$ cat src/rtl/gate_identifier.sv
// gate_identifier: sweeps A/B through 00..11 into an external gate, samples its
// synchronized response twice per vector, and classifies the resulting truth table.
`default_nettype none

module gate_identifier #(
  parameter int SETTLE_CYCLES = 4
) (
  input  logic       clk,
  input  logic       rst_n,
  input  logic       ena,
  input  logic       start,
  input  logic       resp_in,
  output logic       drv_a,
  output logic       drv_b,
  output logic       drive_en,
  output logic       busy,
  output logic       done,
  output logic [3:0] truth_table,
  output logic [2:0] gate_code,
  output logic       match,
  output logic       unstable
);

  localparam int CW = (SETTLE_CYCLES > 2) ? $clog2(SETTLE_CYCLES) : 2;
  localparam logic [CW-1:0] C_RELOAD = CW'(SETTLE_CYCLES - 1);

  typedef enum logic [2:0] {
    S_IDLE  = 3'd0,
    S_DRIVE = 3'd1,
    S_SAMP1 = 3'd2,
    S_SAMP2 = 3'd3,
    S_DONE  = 3'd4
  } state_t;

  state_t        r_state;
  state_t        w_next;
  logic [1:0]    r_sync;
  logic [1:0]    r_idx;
  logic [CW-1:0] r_cnt;
  logic          r_s1;
  logic [3:0]    r_tt;
  logic [2:0]    r_code;
  logic          r_match;
  logic          r_unstable;
  logic          w_rs;
  logic [3:0]    w_tt_new;
  logic [2:0]    w_class;

  function automatic logic [2:0] classify(input logic [3:0] tt);
    case (tt)
      4'b1000: classify = 3'd0;
      4'b1110: classify = 3'd1;
      4'b0101: classify = 3'd2;
      4'b0111: classify = 3'd3;
      4'b0001: classify = 3'd4;
      4'b0110: classify = 3'd5;
      4'b1001: classify = 3'd6;
      default: classify = 3'd7;
    endcase
  endfunction

  assign w_rs = r_sync[1];

  always_comb begin
    w_tt_new        = r_tt;
    w_tt_new[r_idx] = w_rs;
  end

  assign w_class = classify(w_tt_new);

  always_comb begin
    w_next = r_state;
    case (r_state)
      S_IDLE:  if (start) w_next = S_DRIVE;
      S_DRIVE: if (r_cnt == '0) w_next = S_SAMP1;
      S_SAMP1: w_next = S_SAMP2;
      S_SAMP2: w_next = (r_idx == 2'd3) ? S_DONE : S_DRIVE;
      S_DONE:  w_next = S_IDLE;
      default: w_next = S_IDLE;
    endcase
  end

  always_ff @(posedge clk or negedge rst_n) begin
    if (!rst_n) begin
      r_state    <= S_IDLE;
      r_sync     <= 2'b00;
      r_idx      <= 2'd0;
      r_cnt      <= '0;
      r_s1       <= 1'b0;
      r_tt       <= 4'd0;
      r_code     <= 3'd0;
      r_match    <= 1'b0;
      r_unstable <= 1'b0;
    end else if (ena) begin
      r_state <= w_next;
      r_sync  <= {r_sync[0], resp_in};
      case (r_state)
        S_IDLE: begin
          if (start) begin
            r_tt       <= 4'd0;
            r_code     <= 3'd0;
            r_match    <= 1'b0;
            r_unstable <= 1'b0;
            r_idx      <= 2'd0;
            r_cnt      <= C_RELOAD;
          end
        end
        S_DRIVE: begin
          if (r_cnt != '0) r_cnt <= r_cnt - CW'(1);
        end
        S_SAMP1: r_s1 <= w_rs;
        S_SAMP2: begin
          r_tt <= w_tt_new;
          if (w_rs != r_s1) r_unstable <= 1'b1;
          // Classify on the final sample so the code is already valid while done is high.
          if (r_idx == 2'd3) begin
            r_code  <= w_class;
            r_match <= (w_class != 3'd7);
          end else begin
            r_idx <= r_idx + 2'd1;
            r_cnt <= C_RELOAD;
          end
        end
        default: ;
      endcase
    end
  end

  assign drive_en    = (r_state == S_DRIVE) || (r_state == S_SAMP1) || (r_state == S_SAMP2);
  assign drv_a       = drive_en & r_idx[0];
  assign drv_b       = drive_en & r_idx[1];
  assign busy        = (r_state != S_IDLE);
  assign done        = (r_state == S_DONE);
  assign truth_table = r_tt;
  assign gate_code   = r_code;
  assign match       = r_match;
  assign unstable    = r_unstable;

endmodule

`default_nettype wire
$ cat config.mk
export PLATFORM = sky130hd
export DESIGN_NAME = gate_identifier
export DESIGN_NICKNAME = d
export VERILOG_FILES = /design/src/rtl/gate_identifier.sv
export SDC_FILE = /design/constraint.sdc
export NUM_CORES = 1
export LEC_CHECK = 0
export ABC_CLOCK_PERIOD_IN_PS = 1900
export CORE_AREA = 2 2 61 63
export CTS_BUF_LIST = sky130_fd_sc_hd__clkbuf_16
export DETAILED_ROUTE_END_ITERATION = 16
export DIE_AREA = 0 0 63 65
export SLEW_MARGIN = 15
export SYNTH_ARGS = -nofsm -noshare
export SYNTH_HDL_FRONTEND = slang
export SYNTH_SLANG_ARGS = --single-unit
$ cat constraint.sdc
create_clock -name clk -period 1.9 [get_ports clk]
set_input_delay 0.19 -clock clk [delete_from_list [all_inputs] [get_ports clk]]
set_output_delay 0.19 -clock clk [all_outputs]
set_load 0.01 [all_outputs]
### Yosys cells after proc, flatten, opt, wreduce, memory -nomap -nowiden

Index checks and enable logic that the tools add are counted.

| cells by class | value |
|---|---|
| $add $sub $neg | 2 |
| order comparisons | 2 |
| equal/unequal tests | 20 |
| muxes and demuxes | 25 |
| bitwise logic cells | 2 |
| reductions and logical operators | 16 |

Operator list:

| cell | number |
|---|---|
| case mux 3 bit (7 select lines) | 1 |
| two-way mux 3 bit | 5 |
| equality test 4 x 3 -> 1 bit (second input constant) | 3 |
| equality test 4 bit (second input constant) | 3 |
| != test 2 bit (second input constant) | 6 |
| case mux 3 bit (4 select lines) | 1 |
| AND reduction 4 bit | 3 |
| two-way mux 2 bit | 5 |
| case mux 4 bit (2 select lines) | 1 |
| equality test 3 x 2 -> 1 bit (second input constant) | 2 |
| case mux 2 bit (3 select lines) | 1 |
| case mux 3 bit (2 select lines) | 1 |
| AND reduction 3 bit | 2 |
| nonzero test 3 bit | 2 |
| AND reduction 5 bit | 1 |
| bitwise mux 4 bit | 1 |
| equality test 4 x 1 -> 1 bit (second input constant) | 1 |
| two-way mux 1 bit | 4 |
| two-way mux 4 bit | 1 |
| case mux 1 bit (2 select lines) | 2 |
| case mux 2 bit (2 select lines) | 1 |
| nonzero test 2 bit | 2 |
| equality test 3 x 1 -> 1 bit (second input constant) | 1 |
| equality test 3 bit (second input constant) | 1 |
| other kinds (14) | 16 |

| storage, ports and cells | value |
|---|---|
| register bits | 19 |
| word-level logic and storage cells | 76 |

### Longest topological paths before layout

| logic depth | value |
|---|---|
| word-level depth | 10 |
| depth in mapped cells | 6 |
| mapped depth without buffers | 6 |

### Worst setup path before layout

No wires, ideal clock.

| path | value |
|---|---|
| kind | flip-flop to flip-flop |
| from | register r_idx[0] |
| to | register r_code[1], in the netlist gate_code[1] |
| library setup time | 0.122 ns |
| arrival time | 1.641 ns |
| setup slack | 0.138 ns |
| stages on the path, launching flop included | 6 |
| path buffers | 0 |
| period minus slack after synthesis | 1.762 ns |
| path through | dfrtp_1 inv_1 ha_1 mux2_4 or3_1 a32o_1 |

| on the way | value |
|---|---|
| longest elaborated chain between the ends | 9 |

Ends and longest elaborated chain:

| item | line | text |
|---|---|---|
| from (decl) | 38 | `logic [1:0] r_idx;` |
| from (signal assigned) | 120 | `r_idx <= r_idx + 2'd1;` |
| < comparator 2 x 3 -> 1 bit (implied by the code) / >= comparator 2 x 1 -> 1 bit (equally long branches) | 66 | `w_tt_new[r_idx] = w_rs;` |
| logical AND 1 bit (implied by the code) | 66 |  |
| two-way mux 1 bit (implied by the code) | 66 |  |
| demux 1 bit (select 2 bit) | 66 |  |
| bitwise mux 4 bit | 66 |  |
| equality test 4 bit, or another cell as far along | 50 | `case (tt)` |
| case mux 3 bit (7 select lines) | 50 |  |
| two-way mux 3 bit | 116 | `if (r_idx == 2'd3) begin` |
| case mux 3 bit (2 select lines) | 97 | `case (r_state)` |
| to (signal assigned) | 117 | `r_code <= w_class;` |
| to (decl) | 42 | `logic [2:0] r_code;` |

Several ways; a longest one is shown, not always the timed one. The select of a mux whose other input is x is not followed.
A chain may end at the register's enable or synchronous reset.

### Final worst setup path

| path | value |
|---|---|
| from | register r_state[0] |
| to | output busy |

| on the way | value |
|---|---|
| longest elaborated chain between the ends | 1 |

Ends and longest elaborated chain:

| item | line | text |
|---|---|---|
| from (decl) | 35 | `state_t r_state;` |
| from (signal assigned) | 95 | `r_state <= w_next;` |
| nonzero test 3 bit | 132 | `assign busy = (r_state != S_IDLE);` |
| to (decl) | 16 | `output logic busy,` |

No other way between the ends.

==> results.md <==
- The flow ran to the end, and the final reports show no timing, DRC or antenna violations.
- For this block, the via count after detailed routing is 959.
- In this run the mean area of a mapped cell was 10.1 µm².
- The mapped netlist covers 0.00116 mm².
- The number of detailed-routing iterations run before antenna repair is 4.
- The detailed-route DRC error count is 0.
- The detailed router finished its first iteration with 50 violations.
- The largest net degree at the start of global routing is 20.
- The global-route total usage across every layer is 13.7%.
- For flop-to-flop paths, the worst setup slack is 0.09 ns.
- Across the run, the number of max-cap violations was 0.
- After routing the design area is 0.00155 mm².
- After synthesis, the netlist uses 41 different library cells.
- The summed negative setup slack over all endpoints is 0 ns.
- The number of hold buffers added after cts is 0.
- The kind of critical path is reg2out.
- The net total in the final layout is 155.
- The global-route wire length before repair is 4.43 mm.
- The highest clock rate is 545 MHz.
- The xor and xnor area share after synthesis is 2.26%.
- Counting flops and latches in the post-synthesis netlist gives 19.
- The beginning of the worst register-to-register path is r_idx[0].
- The critical path starts at r_state[0].
- The count of nets left with antenna violations after detail routing is 0.
- Using the TritonRoute via totals, the vias-per-cell ratio works out to 4.99.
- The worst hold path class is in2async.
- The multiplexer share of the synthesized area is 10.3%.
- The worst slew margin relative to its limit is 72.7%.
- The number of antenna violations at the first check in global routing is 0.
- The clock drives 19 sinks.
- After synthesis, the largest family of logic cells by area is simple AND/OR/NAND/NOR gates.
- Hold is met by 0.267 ns.
- The antenna diode count is 0.
- Clock-pin slew was measured on the worst setup and hold paths at 0.06 ns.
- Row generation in the floorplan step produced 22 rows.
- Setup repair after global routing left no endpoint under its margin.
- The post-route netlist has 25.7% of its cells at a drive strength greater than 1.
- The required time of the critical path is 1.71 ns.
- The number of cells in the design after placement is 183.
- The shortest period the worst path allows is 1.83 ns.
- The number of hold violations in the final report came to 0.
- The standard cell area after detailed placement is 0.00142 mm².
- The die outline area is 0.00410 mm².
- Clock tree synthesis selected as its root buffer the cell sky130_fd_sc_hd__clkbuf_16.
- The longest clock path from root to sink contains 2 buffers.
- The last weighted congestion value of the routability-driven placer is 0.844.
- 19 I/O pins were placed.
- The share of flip-flops with an asynchronous set or reset is 100%.
- The height of the chip is 65 µm.
- The most frequently used flop master after synthesis is sky130_fd_sc_hd__dfrtp_1.
- Port buffering added 18 buffers.
- The commonest non-fill, non-tap cell in the layout is sky130_fd_sc_hd__clkdlybuf4s50_1.
- The number of cells on the worst reg-to-reg path is 5.
- The routed wire length per instance is 12.9 µm.
- The post-route clock period utilization is 96.5%.
- The kind of capture point of the worst setup path is an output pin.
- In this run the static leakage power is 0.665 nW.
- The highest ir drop seen on vdd is 0.610 mV.
- The fraction of the yosys area taken by sequential cells is 40.9%.
- The capture instance of the worst register-to-register path is gate_code[1].
- After Yosys synthesis, and, or, nand and nor cells account for 18.9% of the synthesized area.
- The clock latency on the worst-skew pair is 0.25 ns.
- Detailed placement finished with a half-perimeter wire length of 1.91 mm.
- The data arrival time of the critical path is 1.64 ns.
- The library cells used most frequently in the layout, excluding fill and tap cells, are 18 x sky130_fd_sc_hd__clkdlybuf4s50_1, 16 x sky130_fd_sc_hd__dfrtp_1, 13 x sky130_fd_sc_hd__buf_4.
- Buffers inserted during clock tree synthesis total 3.
- The complex-gate fraction of the synthesized area is 17.0%.
- Along the worst path, the maximum fanout reaches 12.
- Across the routed clock network, the largest skew measured is 0.00241 ns.
- The total power divided by cell area is 1480 mW/mm².
- Following the worst setup path forward leads to its endpoint at busy.
- Wires add up to 2.47 mm.
- The number of H-tree levels is 1.
- For this configuration, the core starts out at a cell density of 33.2%.
- Measured along the x axis, the die boundary spans 63 µm.
- For the pin with the worst max-slew slack, the measured transition is 0.407 ns.
- The core area is 0.00350 mm².
- In this run, synthesis inferred 0 flip-flops with an integrated enable.
- The TritonCTS clock tree is yes.
- Relative to the synthesized area, the layout overhead comes to 33.7%.
- The count of final max-slew check failures is 0.
- Counting every net in the synthesized netlist gives 125.
- The total design power is 2.29 mW.
- The via count of the first global-routing pass is 975.
- The number of standard cells after synthesis is 115.
- STA classifies the critical path startpoint as a flop.
- After Yosys synthesis, full adders, half adders and majority gates account for 5.39% of the synthesized area.
- The sum of overflow across all layers after global routing is 0.
- The count of yosys warnings during synthesis is 0.
- Excluding fillers, the count of instances in the completed layout stands at 192.
- Setup violations remaining at the end of the flow were counted as 0.
[what timing repair did]
| item | 4_1_cts | 5_1_grt |
|---|---|---|
| setup endpoints to repair | 3 | 7 |
| gates resized for setup | 3 | 5 |
| setup buffers | 0 | 5 |
[cell families (layout without fill, tap and decap cells)]
family / count (synthesis) / after routing
multiplexers: 10 / 10
adder cells (fa/ha/maj): 5 / 5
AND/OR/NAND/NOR: 39 / 39
AO/OA/AOI/OAI: 27 / 27
XOR/XNOR: 3 / 3
buffers and inverters: 12 / 41
flip-flops: 19 / 19
[flip-flops by register name, summed over array words and instances, names as in the netlist]
name         flops
r_idx            2
r_state          3
truth_table      4
gate_code        3
r_cnt            2
r_s1             1
unstable         1
r_sync           2
match            1
[metal layers]
layer / vias to the layer above / part of all wire [%] / routed length [µm] / GRT usage (%)
li1: 477 / - / - / -
met2: 23 / 49 / 1210 / 23.0
met4: 0 / 0.40 / 10 / 3.89
met5: - / 0 / 0 / 0
met1: 457 / 45 / 1120 / 17.1
met3: 2 / 5.3 / 132 / 4.17
[final cells by class]
class	instances	area, µm²
Clock buffer	3	75.1
Tap cell	48	60.1
Timing Repair Buffer	31	278
Multi-Input combinational cell	84	633
Fill cell	356	1940
Inverter	6	22.5
Sequential cell	19	479
Clock inverter	1	5.00
[synthesized netlist by cell type, types with 2 or more instances]
cell,number,area [µm²]
sky130_fd_sc_hd__a21oi_1,3,15.0
sky130_fd_sc_hd__a22o_1,2,17.5
sky130_fd_sc_hd__a31oi_1,3,18.8
sky130_fd_sc_hd__and3_1,2,12.5
sky130_fd_sc_hd__buf_2,3,15.0
sky130_fd_sc_hd__dfrtp_1,19,475
sky130_fd_sc_hd__ha_1,5,62.6
sky130_fd_sc_hd__inv_1,6,22.5
sky130_fd_sc_hd__mux2_2,3,33.8
sky130_fd_sc_hd__mux2i_1,3,30.0
sky130_fd_sc_hd__mux2i_2,3,41.3
sky130_fd_sc_hd__nand2_1,5,18.8
sky130_fd_sc_hd__nand3_1,3,15.0
sky130_fd_sc_hd__nand3b_1,2,15.0
sky130_fd_sc_hd__nor2_1,11,41.3
sky130_fd_sc_hd__nor2b_1,4,25.0
sky130_fd_sc_hd__nor3_1,3,15.0
sky130_fd_sc_hd__o21ai_0,4,20.0
sky130_fd_sc_hd__o2bb2ai_1,6,52.6
sky130_fd_sc_hd__or2_2,2,12.5
sky130_fd_sc_hd__or3_1,2,12.5
sky130_fd_sc_hd__xnor2_1,2,17.5
[metrics by stage]
| stage | util (%) | setup slack, ns |
|---|---|---|
| 3_3_place_gp | 40.7 | 0.0964 |
| 2_1_floorplan | - | 0.138 |
| 3_5_place_dp | 40.7 | 0.0250 |
| 4_1_cts | 43.2 | 0.00928 |
| 6_report | 44.4 | 0.0664 |
| 5_1_grt | 44.4 | 0.00374 |
[worst max-delay path: stages (launching register included)]
cell                              delay (ns)
sky130_fd_sc_hd__dfrtp_2                0.47
sky130_fd_sc_hd__or3_1                  0.42
sky130_fd_sc_hd__clkdlybuf4s50_1        0.50
[how the worst min path moves through the flow]
stage                   end  slack [ns]  cells past startpoint
3_3_place_gp       r_cnt[0]        0.48                      1
5_1_grt        gate_code[2]        0.31                      2
4_1_cts               match        0.28                      2
6_report              match        0.27                      2
2_1_floorplan  gate_code[0]       -0.11                      0
3_5_place_dp       r_cnt[0]        0.48                      1
[where the power goes]
| part | total [mW] | internal, mW | switching (mW) |
|---|---|---|---|
| sequential | 0.714 | 0.558 | 0.157 |
| clock | 0.438 | 0.282 | 0.156 |
| combinational | 1.14 | 0.622 | 0.520 |
Power figures use the tool's default switching activity.
==> RTL change 1 (same flow settings) <==
The parameter `SETTLE_CYCLES` goes from 4 to 8.
--- a/src/rtl/gate_identifier.sv
+++ b/src/rtl/gate_identifier.sv
@@ -4,5 +4,5 @@
 
 module gate_identifier #(
-  parameter int SETTLE_CYCLES = 4
+  parameter int SETTLE_CYCLES = 8
 ) (
   input  logic       clk,
Check against the original RTL: not equivalent (a bounded check fails within 10 cycles, from zero or initial values and one cycle with rst_n low).
==> RTL change 1 against the original RTL <==
Sequential cell count rose by 1; hold slack better by 10 ps; sequential power down 5.7%; first-iteration DRC count did not move; wire length is 2.5% higher; register-to-register slack improved by 60 ps; largest cell class unchanged; synthesized area is 1.8% higher; design area fell by 1.1%; worst setup slack gained 60 ps; combinational power decreased by 12%; largest power group unchanged; total power down 8.7%.
==> RTL change 1: results (changes against the original RTL) <==
Max Cap Viol=0 (unchanged); status=completed; multiplexer share of the synthesized area=0.0931 (-0.0103); critical path arrival=1580 ps (-60 ps); H-tree depth=1 (unchanged); type of the most critical hold path=in -> async; Reg clk slew, reported paths=50 ps; WHS=277 ps (+10.1 ps); Synth async-reset ratio=1.00 (unchanged); area of placed instances=1440 sq um (+1.1%); largest net degree at the start of global routing=21 (+5.0%); Synth Net Count=133 (+6.4%); Synth top area share=0.423 (+0.0138); Pwr Density=1360 nW/um^2 (-7.6%); CP Launch Type=flip-flop; worst reg2reg path endpoint=gate_code[0]; CP max FO=11 (-1); FF-to-FF setup slack=150 ps (+60 ps); Setup Buffers After CTS=0 (unchanged); Peak VDD IR=538 uV (-12%); total track usage=0.134 (-0.00368); final WL=2540 um (+2.5%); post-cts sizing count=1 (-2); Largest register FFs=4 (unchanged); share of layout cells above drive strength 1=0.159 (-0.0983); CP top delay family=buffers and inverters; Routability Congestion=0.869 (+3.1%); sw frac=0.360 (-0.00285); Area contributors post-synth=dfrtp_1 (42%), ha_1 (6.3%), mux2i_2 (4.7%), mux2_2 (3.8%), nand2_1 (3.2%); CTS Root Cell=clkbuf_16; Clock Latency Late Sink=250 ps (about the same); Seq power=0.673 mW (-5.7%); placed insts=189 (+3.3%); worst slew margin relative to its limit=0.698 (-0.0292); delay of the slowest cell on the worst path=560 ps (+60 ps); first-pass GRT wire length=4200 um (-5.1%); clock tree buffer depth=2 (unchanged); Synth Area per Inst=9.69 sq um (-4.0%); FF-to-FF path depth=6 (+1); xor/xnor share of the synthesized area=0.0222 (-0.000407); Critical Path Source=r_state[2]; clk_skew=1.51 ps (-0.899 ps); register area share after synthesis=0.423 (+0.0138); post-synthesis compound-gate area fraction=0.170 (about the same); fin nets=158 (+1.9%); Leakage=0.646 nW (-2.9%); clock group total power=0.421 mW (-4%); worst slack, placed=137 ps (+112 ps); synth unique cells=40 (-2.4%); wire per inst=13.1 um (+2.0%); Pre-Repair DR Iteration Count=4 (unchanged); number of global-route vias before repair=946 (-3.0%); Vias=974 (+1.6%); commonest cells in the netlist=dfrtp_1 (20), nand2_1 (10), inv_1 (7), nor2_1 (7), o21ai_0 (7); Post-Synth Adder-Cell Area=0.0635 (+0.00961); post-DP HPWL=1950 um (+2.1%); Synth warnings=0 (unchanged); ANT cells=0 (unchanged)
RTL change 1: how the worst max path moves through the flow:
| stage | cells past startpoint | slack, ps | endpoint |
|---|---|---|---|
| after global placement | 6 | 140 | gate_code[0] |
| after floorplan | 6 | 290 | gate_code[0] |
| final | 3 | 130 | done |
| after CTS | 3 | 20 | done |
| after global routing | 6 | 1 | gate_code[0] |
| after detailed placement | 6 | 140 | gate_code[0] |
RTL change 1: per-layer routing:
metal | global-route usage | wire length (um) | vias up
li1 | - | - | 481
met1 | 0.151 | 1140 | 477
met2 | 0.227 | 1300 | 14
met3 | 0.0451 | 81 | 2
met4 | 0.0611 | 14 | 0
met5 | 0 | 0 | -
RTL change 1: layout make-up:
class	count	area, sq um
Clock buffer	3	75.1
Fill cell	350	1960
Inverter	8	30.0
Multi-Input combinational cell	90	641
Sequential cell	20	504
Tap cell	48	60.1
Timing Repair Buffer	24	225
==> RTL change 2 (same flow settings) <==
Without the edit above. Encoding of `state_t`: now Gray code (3 bits for 5 states).
--- a/src/rtl/gate_identifier.sv
+++ b/src/rtl/gate_identifier.sv
@@ -26,9 +26,9 @@
 
   typedef enum logic [2:0] {
-    S_IDLE  = 3'd0,
-    S_DRIVE = 3'd1,
-    S_SAMP1 = 3'd2,
-    S_SAMP2 = 3'd3,
-    S_DONE  = 3'd4
+    S_IDLE  = 3'b000,
+    S_DRIVE = 3'b001,
+    S_SAMP1 = 3'b011,
+    S_SAMP2 = 3'b010,
+    S_DONE  = 3'b110
   } state_t;
 
Function: same outputs for any inputs over 10 cycles, from zero or initial values and one cycle with rst_n low; not proved beyond that.
==> RTL change 2 against the original RTL <==
Sequential share of layout area up 2.6 points; fmax about the same; synthesized area down 2.6%; hold slack better by 11 ps; critical path type unchanged; register-to-register slack better by 30 ps; wire length down 2.7%; total power up 1.7%; design area down 7.9%; sequential cell count unchanged; worst setup slack worse by 0.79 ps.
==> RTL change 2: results (changes against the original RTL) <==
synth unique cells=36 (-12%); Pre-Repair DR Iteration Count=4 (unchanged); fin area=1430 sq um (-7.9%); 1st-iter DRT viols=35 (-30%); post-DP HPWL=1780 um (-6.8%); clk_skew=1.23 ps (-1.19 ps); Synth warnings=0 (unchanged); FF-to-FF path depth=6 (+1); Peak VDD IR=723 uV (+19%); total track usage=0.129 (-0.00798); critical path arrival=1640 ps (about the same); share of layout cells above drive strength 1=0.208 (-0.0489); # fillers=346 (-2.8%); Routability Congestion=0.776 (-8.0%); status=completed; Synth Net Count=114 (-8.8%); Vias=866 (-9.7%); wire per inst=13.9 um (+7.9%); first-pass GRT wire length=4100 um (-7.5%); register area share after synthesis=0.420 (+0.0109); Slew @ Worst Pin=392 ps (-15.0 ps); fin nets=136 (-12%); Area contributors post-synth=dfrtp_1 (42%), ha_1 (5.5%), buf_6 (5.0%), mux2_2 (5.0%), a22o_1 (4.6%); commonest cells in the netlist=dfrtp_1 (19), inv_1 (9), a22o_1 (6), nor2_1 (6); Leakage=0.629 nW (-5.4%); Largest register FFs=4 (unchanged); PortBufs=18 (unchanged); Reg clk slew, reported paths=50 ps; Clock Latency Late Sink=250 ps (about the same); CP max FO=9 (-3); area of placed instances=1330 sq um (-6.4%)
[RTL change 2: changes by cell type in the layout (fill, tap and decap cells not counted), sizes merged, moves of 4 or more]
| cell | delta |
|---|---|
| o2bb2ai | -6 |
| inv | +4 |
| buf | -7 |
| nor2 | -4 |
| a22o | +4 |
| nor2b | -4 |
| mux2 | +5 |
[RTL change 2: critical path: cells and delay by family (launching register included)]
| kind | cells | cell delay [ps] |
|---|---|---|
| AND/OR/NAND/NOR | 1 | 440 |
| buffers and inverters | 1 | 490 |
| flip-flops | 1 | 470 |
[RTL change 2: per-layer routing]
metal  vias up  global-route usage  part of all wire
li1        411                   -                 -
met1       428               0.154              0.44
met2        25               0.217              0.50
met3         2              0.0434             0.059
met4         0              0.0472            0.0067
met5         -                   0                 0
[RTL change 2: report_power, final]
| part | internal, mW | switching (mW) |
|---|---|---|
| clock | 0.280 | 0.143 |
| combinational | 0.640 | 0.534 |
| sequential | 0.564 | 0.172 |
| total | 1.48 | 0.849 |
[RTL change 2: kinds of logic after synthesis]
| family | synth area share |
|---|---|
| AO/OA/AOI/OAI | 0.156 |
| buffers and inverters | 0.0907 |
| adder cells (fa/ha/maj) | 0.0553 |
| multiplexers | 0.137 |
| AND/OR/NAND/NOR | 0.117 |
| flip-flops | 0.420 |
| XOR/XNOR | 0.0232 |
[RTL change 2: area by class of cell]
| class | instances | area share |
|---|---|---|
| Multi-Input combinational cell | 69 | 0.387 |
| Sequential cell | 19 | 0.335 |
| Timing Repair Buffer | 24 | 0.157 |
| Clock buffer | 3 | 0.0525 |
| Tap cell | 48 | 0.0420 |
| Inverter | 9 | 0.0236 |
| Clock inverter | 1 | 0.00262 |
[RTL change 2: repair_timing]
action                                 in CTS  in global routing
buffers inserted                            0                  2
gates cloned                                0                  0
setup endpoints to repair                   1                  3
endpoints found under the hold margin       0                  0
gates resized for setup                     1                  2
[RTL change 2: final timing paths]
kind / from / to / slack [ps]
setup / recovery: r_state[2] / busy / 70
hold / removal: rst_n / gate_code[0] / 280
setup reg to reg: r_idx[0] / match / 120
hold reg to reg: r_cnt[0] / r_cnt[0] / 480
max in group asynchronous: rst_n / r_state[1] / 1400
min in group clk: r_cnt[0] / r_cnt[0] / 480
[RTL change 2: through the flow]
stage	cells	hold WS (ps)	setup slack (ps)
6_report	173	278	65.7
3_5_place_dp	167	481	140
5_1_grt	173	311	17.5
2_1_floorplan	104	-106	290
4_1_cts	171	293	16.9
3_3_place_gp	167	459	202
